==> src/rtl/uart_tx_word_feeder_if.sv <==
// Handshake bundle between the core-side word source, the word feeder and the UART TX byte engine.
// The master side is the environment (core + engine); the slave side is the feeder itself.
interface uart_tx_word_feeder_if;
  logic        in_valid;
  logic [31:0] in_data;
  logic        in_ready;
  logic        tx_busy;
  logic        tx_start;
  logic [7:0]  sdata;

  modport master (
    output in_valid, in_data, tx_busy,
    input  in_ready, tx_start, sdata
  );

  modport slave (
    input  in_valid, in_data, tx_busy,
    output in_ready, tx_start, sdata
  );
endinterface

==> src/rtl/uart_tx_word_feeder.sv <==
// Word FIFO in front of the UART TX byte engine: splits each 32-bit word into 4 bytes,
// LSB first, and paces them on the engine's tx_busy.
//
// state | meaning
// IDLE  | no word in flight; pops the FIFO head when one is stored
// START | tx_start high for this single cycle, sdata already valid
// HOLD  | guard cycle that gives the engine time to raise tx_busy
// WAIT  | byte on the wire; leaves when tx_busy drops
module uart_tx_word_feeder #(
  parameter int DEPTH  = 16,
  parameter int ADDR_W = 4
) (
  input  logic                clock,
  input  logic                reset,
  uart_tx_word_feeder_if.slave bus,
  output logic [ADDR_W:0]     fifo_count,
  output logic                idle
);

  typedef enum logic [1:0] {S_IDLE, S_START, S_HOLD, S_WAIT} state_t;

  localparam logic [ADDR_W:0] PTR_ONE   = (ADDR_W+1)'(1);
  localparam logic [ADDR_W:0] DEPTH_CNT = (ADDR_W+1)'(DEPTH);

  state_t          state_q, state_d;
  logic [ADDR_W:0] wr_ptr_q, wr_ptr_d;
  logic [ADDR_W:0] rd_ptr_q, rd_ptr_d;
  logic [ADDR_W:0] count_q, count_d;
  logic [31:0]     sh_q, sh_d;
  logic [1:0]      byte_idx_q, byte_idx_d;
  logic            tx_start_q, tx_start_d;
  logic [31:0]     mem_q [DEPTH];

  logic        in_ready;
  logic        push;
  logic        pop;
  logic [31:0] head;

  // in_ready looks only at the registered count, so a pop never frees a slot in the same cycle
  assign in_ready = (count_q != DEPTH_CNT);
  assign push     = bus.in_valid && in_ready;
  assign pop      = (state_q == S_IDLE) && (count_q != '0);
  assign head     = mem_q[rd_ptr_q[ADDR_W-1:0]];

  always_comb begin
    wr_ptr_d   = wr_ptr_q;
    rd_ptr_d   = rd_ptr_q;
    count_d    = count_q;
    state_d    = state_q;
    sh_d       = sh_q;
    byte_idx_d = byte_idx_q;

    if (push) wr_ptr_d = wr_ptr_q + PTR_ONE;
    if (pop)  rd_ptr_d = rd_ptr_q + PTR_ONE;

    if (push && !pop)      count_d = count_q + PTR_ONE;
    else if (pop && !push) count_d = count_q - PTR_ONE;

    case (state_q)
      S_IDLE: begin
        if (pop) begin
          sh_d       = head;
          byte_idx_d = 2'd0;
          state_d    = S_START;
        end
      end
      S_START: state_d = S_HOLD;
      S_HOLD:  state_d = S_WAIT;
      S_WAIT: begin
        if (!bus.tx_busy) begin
          if (byte_idx_q == 2'd3) begin
            state_d = S_IDLE;
          end else begin
            sh_d       = {8'h00, sh_q[31:8]};
            byte_idx_d = byte_idx_q + 2'd1;
            state_d    = S_START;
          end
        end
      end
      default: state_d = S_IDLE;
    endcase

    tx_start_d = (state_d == S_START);
  end

  always_ff @(posedge clock or posedge reset) begin
    if (reset) begin
      state_q    <= S_IDLE;
      wr_ptr_q   <= '0;
      rd_ptr_q   <= '0;
      count_q    <= '0;
      sh_q       <= '0;
      byte_idx_q <= '0;
      tx_start_q <= 1'b0;
    end else begin
      state_q    <= state_d;
      wr_ptr_q   <= wr_ptr_d;
      rd_ptr_q   <= rd_ptr_d;
      count_q    <= count_d;
      sh_q       <= sh_d;
      byte_idx_q <= byte_idx_d;
      tx_start_q <= tx_start_d;
    end
  end

  always_ff @(posedge clock) begin
    if (push) mem_q[wr_ptr_q[ADDR_W-1:0]] <= bus.in_data;
  end

  // sh[7:0] only changes on the edge entering START, so it doubles as the held sdata register
  assign bus.sdata    = sh_q[7:0];
  assign bus.tx_start = tx_start_q;
  assign bus.in_ready = in_ready;
  assign fifo_count   = count_q;
  assign idle         = (state_q == S_IDLE) && (count_q == '0);

endmodule

==> src/flat_wrapper.sv <==
// flat-port wrapper written by rule: the top's interface ports become plain ports
module uart_tx_word_feeder_flat 
#(
  parameter int DEPTH  = 16,
  parameter int ADDR_W = 4
)
  (clock, reset, fifo_count, idle, bus_in_valid, bus_in_data, bus_tx_busy, bus_in_ready, bus_tx_start, bus_sdata);
  uart_tx_word_feeder_if bus_i ();
  input  logic clock;
  input  logic reset;
  output logic [ADDR_W:0] fifo_count;
  output logic idle;
  input wire logic [$bits(bus_i.in_valid)-1:0] bus_in_valid;
  input wire logic [$bits(bus_i.in_data)-1:0] bus_in_data;
  input wire logic [$bits(bus_i.tx_busy)-1:0] bus_tx_busy;
  output wire logic [$bits(bus_i.in_ready)-1:0] bus_in_ready;
  output wire logic [$bits(bus_i.tx_start)-1:0] bus_tx_start;
  output wire logic [$bits(bus_i.sdata)-1:0] bus_sdata;
  assign bus_i.in_valid = bus_in_valid;
  assign bus_i.in_data = bus_in_data;
  assign bus_i.tx_busy = bus_tx_busy;
  assign bus_in_ready = bus_i.in_ready;
  assign bus_tx_start = bus_i.tx_start;
  assign bus_sdata = bus_i.sdata;
  uart_tx_word_feeder #(.DEPTH(DEPTH), .ADDR_W(ADDR_W)) u_core (.clock(clock), .reset(reset), .bus(bus_i), .fifo_count(fifo_count), .idle(idle));
endmodule
==> config.mk <==
export PLATFORM = sky130hd
export DESIGN_NAME = uart_tx_word_feeder_flat
export DESIGN_NICKNAME = d
export VERILOG_FILES = /design/src/rtl/uart_tx_word_feeder_if.sv /design/src/rtl/uart_tx_word_feeder.sv /design/src/flat_wrapper.sv
export SDC_FILE = /design/constraint.sdc
export NUM_CORES = 1
export LEC_CHECK = 0
export BUFFER_PORTS_ARGS = -buffer_cell sky130_fd_sc_hd__buf_2
export CELL_PAD_IN_SITES_DETAIL_PLACEMENT = 1
export CELL_PAD_IN_SITES_GLOBAL_PLACEMENT = 1
export CORE_ASPECT_RATIO = 1.4
export CORE_MARGIN = 2
export CORE_UTILIZATION = 35
export DETAILED_ROUTE_END_ITERATION = 8
export PLACE_DENSITY = 0.55
export RECOVER_POWER = 50
export SLEW_MARGIN = 25
export SYNTH_ARGS = -nofsm -noshare
export SYNTH_HDL_FRONTEND = slang
export SYNTH_SLANG_ARGS = --single-unit
==> constraint.sdc <==
create_clock -name clock -period 4.1 [get_ports clock]
set_input_delay 0.205 -clock clock [delete_from_list [all_inputs] [get_ports clock]]
set_output_delay 0.205 -clock clock [all_outputs]
set_load 0.01 [all_outputs]
==> flow_summary_export.csv, run 1 <==
group,metric,value,unit
status,outcome,"completed",
global_route,grtUsageTotal,17.4,%
sta,fin_crit,3320,ps
placement,gp_congestion,0.731,
logic_synthesis,synth.distinct_cells,41,
die,start_util,35.2,%
power_and_ir_drop,vdd.ir_drop.worst,0.365,mV
global_route,grt_pass1_vias,12100,
placement,place_ws,804,ps
die,coreArea,61800,µm²
sta,setup_ws,777,ps
route,wirelength,55100,µm
critical_path,startpoint_type,"flip-flop",
sta,period_share,81.1,%
sta,hold_viol,0,
logic_synthesis,ys.flop_type,"edfxtp_1",
logic_synthesis,postSynthCellCount,1152,
logic_synthesis,syn-mean-instance-area,18.9,µm²
route,viasPerCell,5.16,
critical_path,path_max_fanout,12,
sta,clock.fmax,301,MHz
logic_synthesis,yosysSeqAreaShare,76.5,%
clocking,numCtsBuffers,53,
sta,rsz0062_at_grt,"false",
placement,dp_hpwl,32900,µm
flow_run,max_cap_violations,0,
die,die_x,215,µm
route,ant_nets,0,
cells_and_area,layout.nets,1305,
sta,max_slew_margin,3.20,%
global_route,grt_overflow,0,
power_and_ir_drop,p_per_area,680,nW/µm²
power_and_ir_drop,leakage,7.83,nW
cells_and_area,syn2layout_area_growth,15.4,%
logic_synthesis,async_flop_share,8.90,%
sta,skew,39.7,ps
cells_and_area,layout-drive-gt1-share,18.3,%
die,core.rowCount,108,
logic_synthesis,ys_ff_latch,562,
placement,port-buffer-count,51,
clocking,clk_latency,620,ps
critical_path,setup.worst_path.class,"reg -> reg",
logic_synthesis,syn_area,21700,µm²
die,ios,52,
hold_path,hold_path_class,"in -> reg",
sta,setup_viol,0,
logic_synthesis,yosysWarnings,0,
clocking,h-tree-depth,2,
route,drc,0,
route,wl_per_cell,25.9,µm
logic_synthesis,syn_nets,1199,
critical_path,worst_r2r_path_depth,12,
clocking,cts_tree,"done",
route,drtPass1Iterations,4,
route,vias,11000,
power_and_ir_drop,combinationalPowerShare,27.8,%
clocking,root_buffer,"clkbuf_16",
critical_path,arrival,3880,ps
logic_synthesis,synth_edf_count,512,
sta,drv_slew,0,
cells_and_area,final_cell_mix,"512 x edfxtp_1, 97 x mux2i_1, 80 x mux4_2",
power_and_ir_drop,power_frac_clock,27.9,%
cells_and_area,nFillCells,5973,
cells_and_area,antenna_cells,0,
critical_path,worstSetupEndpointType,"flip-flop",
cells_and_area,final_common_cell,"edfxtp_1",
clocking,clk_path_buf_depth,3,
sta,worst_pin_slew,1450,ps
clocking,cts_sinks,562,
sta,tns,0,ps
clocking,clkSlewWorstSetupHoldPaths,70,ps
die,die_h,299,µm
hold_path,min_path_cells,3,
global_route,grt_pass1_wl,81400,µm
critical_path,required,4650,ps
route,drtIter0Drc,821,
power_and_ir_drop,p_int,0.0115,W
power_and_ir_drop,switching_share,32.4,%
global_route,antenna_found_initial,1,
global_route,grt_max_degree,40,
power_and_ir_drop,switchingPower,0.00552,W
die,dieArea,64100,µm²
power_and_ir_drop,pwr-share-seq,44.2,%
[flip-flops by register name, indices dropped and copies added, names as in the netlist]
register / flops
u_core.wr_ptr_q: 4
u_core.rd_ptr_q: 4
u_core.bus.tx_start: 1
u_core.sh_q: 32
u_core.mem_q: 512
u_core.fifo_count: 5
u_core.state_q: 2
u_core.byte_idx_q: 2
[cells by family (layout without fill, tap and decap cells)]
| kind of cell | after synthesis | count (layout) | share of synthesized area, % |
|---|---|---|---|
| simple gates | 162 | 162 | 3.40 |
| fa+ha+maj | 11 | 11 | 0.668 |
| xor+xnor | 10 | 10 | 0.403 |
| buf+inv | 83 | 232 | 1.94 |
| mux | 177 | 177 | 12.8 |
| compound gates | 147 | 147 | 4.33 |
| flops | 562 | 562 | 76.5 |
[cell usage after synthesis (2+ instances only)]
library cell | n | area share, %
nand3_1 | 40 | 0.92
nand2b_1 | 2 | 0.058
a21oi_1 | 50 | 1.2
and2_1 | 3 | 0.086
clkbuf_1 | 34 | 0.59
buf_6 | 2 | 0.10
buf_4 | 11 | 0.38
mux4_2 | 80 | 8.3
xor2_1 | 3 | 0.12
nor3_1 | 4 | 0.092
dfrtp_1 | 50 | 5.8
a22oi_1 | 56 | 1.9
nor2b_1 | 8 | 0.23
nor4_1 | 2 | 0.058
ha_1 | 10 | 0.58
nand2_1 | 52 | 0.90
a22o_1 | 8 | 0.32
xnor2_1 | 7 | 0.28
mux2i_1 | 97 | 4.5
o21ai_0 | 6 | 0.14
buf_2 | 22 | 0.51
buf_1 | 4 | 0.069
buf_8 | 2 | 0.14
edfxtp_1 | 512 | 71
nor2_1 | 41 | 0.71
inv_1 | 6 | 0.10
a31oi_1 | 25 | 0.72
nand4_1 | 2 | 0.058
[worst max-delay path: stages (launching register included)]
cell	delay [ps]
dfrtp_1	460
or4_4	190
nor2_2	40
nor3_2	640
clkinv_2	240
ha_1	310
inv_1	120
ha_1	270
nor2b_1	140
o21a_1	170
or3_1	300
a21oi_1	190
xor2_1	160
[power by group through the flow]
stage	clock network (W)	logic, W	registers, W
after detailed placement	0	0.00486	0.00767
final	0.00476	0.00474	0.00754
after floorplan	0	0.00338	0.00736
after global routing	0.00505	0.00513	0.00763
after global placement	0	0.00482	0.00763
after CTS	0.00488	0.00490	0.00755
[final timing paths]
path                                                        from                                to  slack [ps]
worst max-delay path            u_core.fifo_count[0]$_DFFE_PP0P_  u_core.fifo_count[4]$_DFFE_PP0P_         780
worst min-delay path                                bus_in_valid    u_core.wr_ptr_q[0]$_DFFE_PP0P_         130
worst max register to register  u_core.fifo_count[0]$_DFFE_PP0P_  u_core.fifo_count[4]$_DFFE_PP0P_         780
worst min register to register  u_core.byte_idx_q[1]$_DFFE_PP0P_  u_core.byte_idx_q[1]$_DFFE_PP0P_         500
max in group asynchronous                                  reset    u_core.rd_ptr_q[0]$_DFFE_PP0P_        1380
min in group asynchronous                                  reset  u_core.fifo_count[1]$_DFFE_PP0P_         540
[area by class of cell]
type / instances / area, µm² / share of cell area (%)
Timing Repair Buffer: 126 / 908 / 3.62
Multi-Input combinational cell: 507 / 4810 / 19.2
Clock buffer: 74 / 1470 / 5.85
Clock inverter: 24 / 195 / 0.778
Sequential cell: 562 / 16600 / 66.3
Tap cell: 825 / 1030 / 4.12
Inverter: 8 / 33.8 / 0.135
[stage by stage]
step / util [%] / instances / area (µm²) / hold WS [ps] / total power [W]
2_1_floorplan: - / 1152 / 21700 / 304 / 0.0107
3_3_place_gp: 37.5 / 1996 / 23200 / 413 / 0.0125
3_5_place_dp: 37.5 / 1996 / 23200 / 407 / 0.0125
4_1_cts: 40.7 / 2126 / 25100 / 2.81 / 0.0173
5_1_grt: 40.6 / 2126 / 25100 / 144 / 0.0178
6_report: 40.6 / 2126 / 25100 / 129 / 0.0170
[routing by layer]
metal | part of all wire (%) | global-route usage [%] | vias to the layer above
met2 | 53 | 31.6 | 177
met4 | 3.1 | 5.90 | 2
li1 | - | - | 4820
met1 | 41 | 21.2 | 5874
met5 | 0.024 | 0 | -
met3 | 3.0 | 2.36 | 94
[repair_timing]
action	CTS	global route
resized for setup	0	0
setup buffers	0	0
endpoints found under the hold margin	509	0
hold buffers	32	0
(Power assumes the default switching activity.)
==> run 2: changes to the inputs <==
Settings changed: PLACE_DENSITY 0.55 to 0.57.
Clock period 4.1 ns to 3 ns, I/O delays scaled along.
==> flow_summary_export.csv, run 2 (same netlist as run 1, synthesis figures left out) <==
group,metric,value,unit
clocking,cts_sinks,562,
cells_and_area,largest_reg_flops,512,
placement,port-buffer-count,51,
hold_path,min_to,"u_core.wr_ptr_q[0]$_DFFE_PP0P_",
clocking,clk_path_buf_depth,3,
critical_path,setup.worst_path.class,"reg -> reg",
clocking,cts_tree,"done",
status,outcome,"finished, violations left",
clocking,h-tree-depth,2,
route,viasPerCell,5.16,
cells_and_area,antenna_cells,0,
cells_and_area,nFillCells,5928,
die,dieArea,64100,µm²
sta,period_share,93.5,%
critical_path,critical_path.top_delay_family,"simple AND/OR/NAND/NOR gates",
cells_and_area,finish.utilization,41.4,%
cells_and_area,final_cell_mix,"512 x edfxtp_1, 97 x mux2i_1, 80 x mux4_2",
critical_path,slowest_stage,"or4_4",
route,drc,0,
die,coreArea,61800,µm²
cells_and_area,syn2layout_area_growth,17.6,%
power_and_ir_drop,leakage,8.05,nW
die,die_x,215,µm
placement,dp_hpwl,33600,µm
flow_run,max_cap_violations,1,
status,violations,"capacitance limit, slew limit",
critical_path,crit_buf_inv,2,
critical_path,reg2reg_from,"u_core.fifo_count[2]$_DFFE_PP0P_",
sta,worst_pin_slew,1620,ps
critical_path,startpoint_type,"flip-flop",
sta,setup_viol,0,
sta,clock.fmax,356,MHz
clocking,root_buffer,"clkbuf_16",
route,drtIter0Drc,855,
hold_path,min_path_cells,3,
route,wl_per_cell,25.9,µm
hold_path,holdCritStartpoint,"bus_in_valid",
global_route,antenna_found_initial,1,
hold_path,hold_path_class,"in -> reg",
route,vias,11100,
sta,hold_viol,0,
die,ios,52,
power_and_ir_drop,vdd.ir_drop.worst,0.698,mV
global_route,grt_max_degree,60,
critical_path,worst_r2r_path_depth,12,
cells_and_area,final_common_cell,"edfxtp_1",
global_route,grt_pass1_vias,12100,
sta,max_slew_margin,-8.14,%
sta,drv_slew,36,
critical_path,arrival,3320,ps
global_route,grt_overflow,0,
global_route,grtUsageTotal,17.6,%
critical_path,path_cells,"or4_4 -> nor2_4 -> nor3_2 -> clkinv_2 -> ha_2 -> inv_2 -> ha_4 -> nor2b_1 -> o21a_1 -> or3_1 -> a21oi_2 -> xor2_1",
critical_path,rr_endpoint,"u_core.fifo_count[4]$_DFFE_PP0P_",
die,core.rowCount,108,
sta,fin_crit,2810,ps
critical_path,cp.depth,12,
die,die_h,299,µm
die,start_util,35.2,%
power_and_ir_drop,p_per_area,945,nW/µm²
placement,gp_congestion,0.754,
critical_path,critPathMaxStageDelay,540,ps
clocking,clkSlewWorstSetupHoldPaths,60,ps
global_route,grt_pass1_wl,82200,µm
power_and_ir_drop,finalPower,0.0242,W
route,ant_nets,0,
clocking,numCtsBuffers,53,
critical_path,path_max_fanout,5,
sta,tns,0,ps
critical_path,required,3520,ps
cells_and_area,layout.nets,1328,
cells_and_area,layout-drive-gt1-share,20.5,%
route,wirelength,55700,µm
route,drtPass1Iterations,7,
sta,skew,27.6,ps
critical_path,worstSetupEndpointType,"flip-flop",
critical_path,regToRegSetupSlack,190,ps
clocking,clk_latency,610,ps
==> run 2: cell count changes in the layout (fill, tap and decap cells not counted), moves of 2 or more <==
cell,before,now
nor2_2,3,1
bufinv_16,2,7
nor2_4,12,14
buf_12,5,12
buf_4,37,51
ha_1,10,8
dlygate4sd3_1,32,34
clkbuf_1,56,53
nor3_4,0,4
clkbuf_8,4,8
nor3_2,5,1
clkinv_1,8,5
==> run 2: worst max path at each step <==
stage / start / to / slack, ps
finish: u_core.fifo_count[2]$_DFFE_PP0P_ / u_core.fifo_count[4]$_DFFE_PP0P_ / 190
global route: u_core.fifo_count[2]$_DFFE_PP0P_ / u_core.fifo_count[4]$_DFFE_PP0P_ / -20
CTS: u_core.fifo_count[0]$_DFFE_PP0P_ / u_core.fifo_count[4]$_DFFE_PP0P_ / 20
detailed placement: u_core.fifo_count[0]$_DFFE_PP0P_ / u_core.fifo_count[4]$_DFFE_PP0P_ / 90
global placement: u_core.fifo_count[0]$_DFFE_PP0P_ / u_core.fifo_count[4]$_DFFE_PP0P_ / 100
floorplan: u_core.fifo_count[0]$_DFFE_PP0P_ / u_core.mem_q[15][0]$_DFFE_PP_ / -50
==> run 2: report_power, final <==
part	total (W)	switching, W	internal (W)
Clock	0.00698	0.00291	0.00407
Combinational	0.00701	0.00424	0.00278
Sequential	0.0102	0.000551	0.00961
==> run 2: worst register-to-register path: stages (launching register included) <==
cell	delay, ps
dfrtp_1	480
or4_4	550
nor2_4	110
nor3_2	50
clkinv_2	60
ha_2	220
inv_2	80
ha_4	230
nor2b_1	130
o21a_1	180
or3_1	330
a21oi_2	160
xor2_1	170
==> run 2: layer usage <==
layer	up-vias	part of all wire (%)	global-route usage, %
li1	4870	-	-
met1	5932	40	21.1
met2	201	55	32.8
met3	79	3.3	2.31
met4	2	2.5	5.24
met5	-	0.023	0
==> run 2: repair_timing <==
action                     in CTS  in global routing
hold endpoints to repair      549                  0
hold buffers                   34                  0
setup endpoints to repair       0                  1
buffers inserted                0                  2
gates resized for setup         0                  7
==> run 2: area by class of cell <==
type,count,area [µm²],area share (%)
Sequential cell,562,16600,65.1
Multi-Input combinational cell,507,4870,19.1
Clock buffer,74,1490,5.81
Timing Repair Buffer,149,1170,4.59
Tap cell,825,1030,4.04
Clock inverter,25,320,1.25
Inverter,8,33.8,0.132
==> run 2: through the flow <==
| step | instance area, µm² | hold slack (ps) | cells | setup WS, ps |
|---|---|---|---|---|
| after floorplan | 21800 | 249 | 1152 | -47.2 |
| after global placement | 23400 | 385 | 2015 | 105 |
| after detailed placement | 23400 | 404 | 2015 | 88.3 |
| after CTS | 25600 | 65.8 | 2148 | 16.7 |
| after global routing | 25600 | 129 | 2150 | -22.2 |
| final | 25600 | 98.5 | 2150 | 195 |
==> run 3: changes to the inputs <==
Settings changed: ABC_AREA from default to 1, PLACE_DENSITY 0.57 to default, PLACE_DENSITY_LB_ADDON from default to 0.05, SETUP_SLACK_MARGIN from default to 0.2.
==> flow_summary_export.csv, run 3 <==
group,metric,value,unit
hold_path,holdCritStartpoint,"bus_tx_busy",
status,outcome,"finished, violations left",
placement,place_ws,446,ps
placement,gp_congestion,0.766,
die,core.rowCount,113,
placement,port-buffer-count,51,
logic_synthesis,synth_top_area_share,64.1,%
sta,skew,24.7,ps
global_route,antenna_found_initial,2,
cells_and_area,layout-drive-gt1-share,8.15,%
route,wl_per_cell,22.2,µm
logic_synthesis,synth_commonest_cells,"779 x nand2_1, 512 x edfxtp_1, 311 x nand3_1, 229 x inv_1, 121 x nor2_1",
logic_synthesis,postSynthCellCount,2235,
clocking,h-tree-depth,2,
clocking,root_buffer,"clkbuf_16",
placement,dp_hpwl,41300,µm
hold_path,hold_path_class,"in -> reg",
route,drc,0,
critical_path,worst_r2r_path_depth,13,
logic_synthesis,yosys.area_share.simple,20.9,%
clocking,post_cts_buffers,0,
clocking,clk_latency,630,ps
global_route,grt_pass1_vias,16900,
die,die_h,314,µm
logic_synthesis,synth_area_leaders,"edfxtp_1 64%, nand2_1 12%, nand3_1 6.5%",
critical_path,setup.worst_path.class,"reg -> reg",
hold_path,min_to,"u_core.state_q[1]$_DFF_PP0_",
logic_synthesis,synth_xor_area_share,0.255,%
critical_path,path_max_fanout,10,
logic_synthesis,yosysSeqAreaShare,69.3,%
cells_and_area,layout.nets,2366,
logic_synthesis,syn_nets,2282,
critical_path,startpoint_type,"flip-flop",
die,start_util,35.4,%
sta,tns,0,ps
sta,rsz0062_at_grt,"false",
global_route,grt_pass1_wl,108000,µm
critical_path,arrival,3030,ps
cells_and_area,syn2layout_area_growth,15.2,%
die,dieArea,70700,µm²
clocking,cts_tree,"done",
logic_synthesis,synth.distinct_cells,31,
clocking,numCtsBuffers,59,
global_route,grt_max_degree,153,
sta,worst_pin_slew,2040,ps
logic_synthesis,synth_edf_count,512,
power_and_ir_drop,p_per_area,950,nW/µm²
global_route,grt_overflow,0,
status,violations,"capacitance limit, slew limit",
power_and_ir_drop,vdd.ir_drop.worst,0.798,mV
cells_and_area,largest_reg_flops,512,
sta,hold_viol,0,
power_and_ir_drop,leakage,11.1,nW
logic_synthesis,synth-adder-area-share,0.605,%
cells_and_area,final_cell_mix,"778 x nand2_1, 512 x edfxtp_1, 311 x nand3_1",
critical_path,worstSetupEndpointType,"flip-flop",
die,coreArea,67900,µm²
power_and_ir_drop,finalPower,0.0263,W
sta,hold-worst-slack,409,ps
route,vias,15900,
route,ant_nets,0,
logic_synthesis,synth_mux_area_share,0,%
logic_synthesis,syn-mean-instance-area,10.7,µm²
logic_synthesis,synth_area_leader_cell,"edfxtp_1",
clocking,clk_path_buf_depth,3,
route,drtPass1Iterations,4,
logic_synthesis,yosysMostFrequentCell,"nand2_1",
sta,max_slew_margin,-36.8,%
logic_synthesis,syn_area,24000,µm²
route,wirelength,71700,µm
sta,setup_viol,0,
global_route,grtUsageTotal,20.8,%
sta,setup_ws,511,ps
flow_run,max_cap_violations,1,
sta,clock.fmax,402,MHz
sta,fin_crit,2490,ps
logic_synthesis,ys_ff_latch,562,
critical_path,required,3540,ps
sta,period_share,83.0,%
placement,dpl_cell_area,25400,µm²
critical_path,regToRegSetupSlack,510,ps
hold_path,min_path_cells,6,
route,viasPerCell,4.92,
logic_synthesis,synth_compound_area_share,1.74,%
die,die_x,225,µm
cells_and_area,stdcell_area,27600,µm²
logic_synthesis,async_flop_share,8.90,%
cells_and_area,final_common_cell,"nand2_1",
logic_synthesis,ys.flop_type,"edfxtp_1",
logic_synthesis,synth_top_family_by_area,"simple AND/OR/NAND/NOR gates",
clocking,clkSlewWorstSetupHoldPaths,60,ps
clocking,cts_sinks,562,
critical_path,rr_endpoint,"u_core.fifo_count[4]$_DFFE_PP0P_",
route,drtIter0Drc,1075,
sta,drv_slew,37,
critical_path,reg2reg_from,"u_core.fifo_count[1]$_DFFE_PP0P_",
die,ios,52,
logic_synthesis,yosysWarnings,0,
## run 3: changes by cell type in the layout (fill, tap and decap cells not counted), moves of 78 or more
cell and change:
nand2_1 +726, nand3_1 +271, inv_1 +222, mux2i_1 -97, mux4_2 -80, nor2_1 +78
## run 3: cell families after synthesis
family                   count (synthesis)
XOR/XNOR                                 7
flip-flops                             562
AND/OR/NAND/NOR                       1221
AO/OA/AOI/OAI                           75
buffers and inverters                  359
adder cells (fa/ha/maj)                 11
## run 3: worst max path at each step
stage / from / to / slack [ps] / depth (start not counted)
after CTS: u_core.fifo_count[0]$_DFFE_PP0P_ / u_core.fifo_count[4]$_DFFE_PP0P_ / 430 / 13
after floorplan: u_core.fifo_count[0]$_DFFE_PP0P_ / u_core.mem_q[0][0]$_DFFE_PP_ / 210 / 6
after global placement: u_core.fifo_count[0]$_DFFE_PP0P_ / u_core.fifo_count[4]$_DFFE_PP0P_ / 410 / 13
final: u_core.fifo_count[1]$_DFFE_PP0P_ / u_core.fifo_count[4]$_DFFE_PP0P_ / 510 / 13
after detailed placement: u_core.fifo_count[0]$_DFFE_PP0P_ / u_core.fifo_count[4]$_DFFE_PP0P_ / 450 / 13
after global routing: u_core.fifo_count[0]$_DFFE_PP0P_ / u_core.fifo_count[4]$_DFFE_PP0P_ / 230 / 13
## run 3: area by class of cell
class	instances	area (µm²)
Timing Repair Buffer	146	1280
Antenna cell	1	2.50
Tap cell	862	1080
Multi-Input combinational cell	1314	5770
Fill cell	7371	40200
Clock inverter	27	305
Inverter	236	895
Sequential cell	562	16600
Clock buffer	83	1680
## run 3: through the flow
stage                     util, %  instances
after global routing         40.7       3231
final                        40.7       3231
after global placement       37.3       3084
after detailed placement     37.4       3085
after floorplan                 -       2235
after CTS                    40.8       3230
## run 3: layer usage
layer | GRT usage (%) | up-vias | share of wire, %
met5 | 0 | - | 0
met4 | 6.46 | 0 | 2.8
met3 | 2.86 | 102 | 3.0
met2 | 36.6 | 218 | 51
met1 | 26.3 | 8038 | 43
li1 | - | 7536 | -
## run 3: timing repair
action | in CTS | in global routing
hold buffers | 35 | 0
endpoints found under the setup margin | 0 | 1
endpoints found under the hold margin | 552 | 0
gates resized for setup | 0 | 2
## run 3: where the power goes
| part | switching, W | total [W] | internal [W] |
|---|---|---|---|
| logic | 0.00611 | 0.00860 | 0.00249 |
| registers | 0.000519 | 0.0101 | 0.00954 |
| clock network | 0.00312 | 0.00759 | 0.00448 |
| total | 0.00974 | 0.0263 | 0.0165 |
## run 3: critical path, cell delays in order, from the launching register on
cell	delay (ps)
dfrtp_1	460
nor4_4	290
nand2_1	90
nand2_1	120
inv_2	110
ha_1	250
inv_1	130
ha_1	290
a21oi_1	190
nor2_1	60
nor2_1	110
xor2_1	170
nand2_1	60
o21ai_0	70
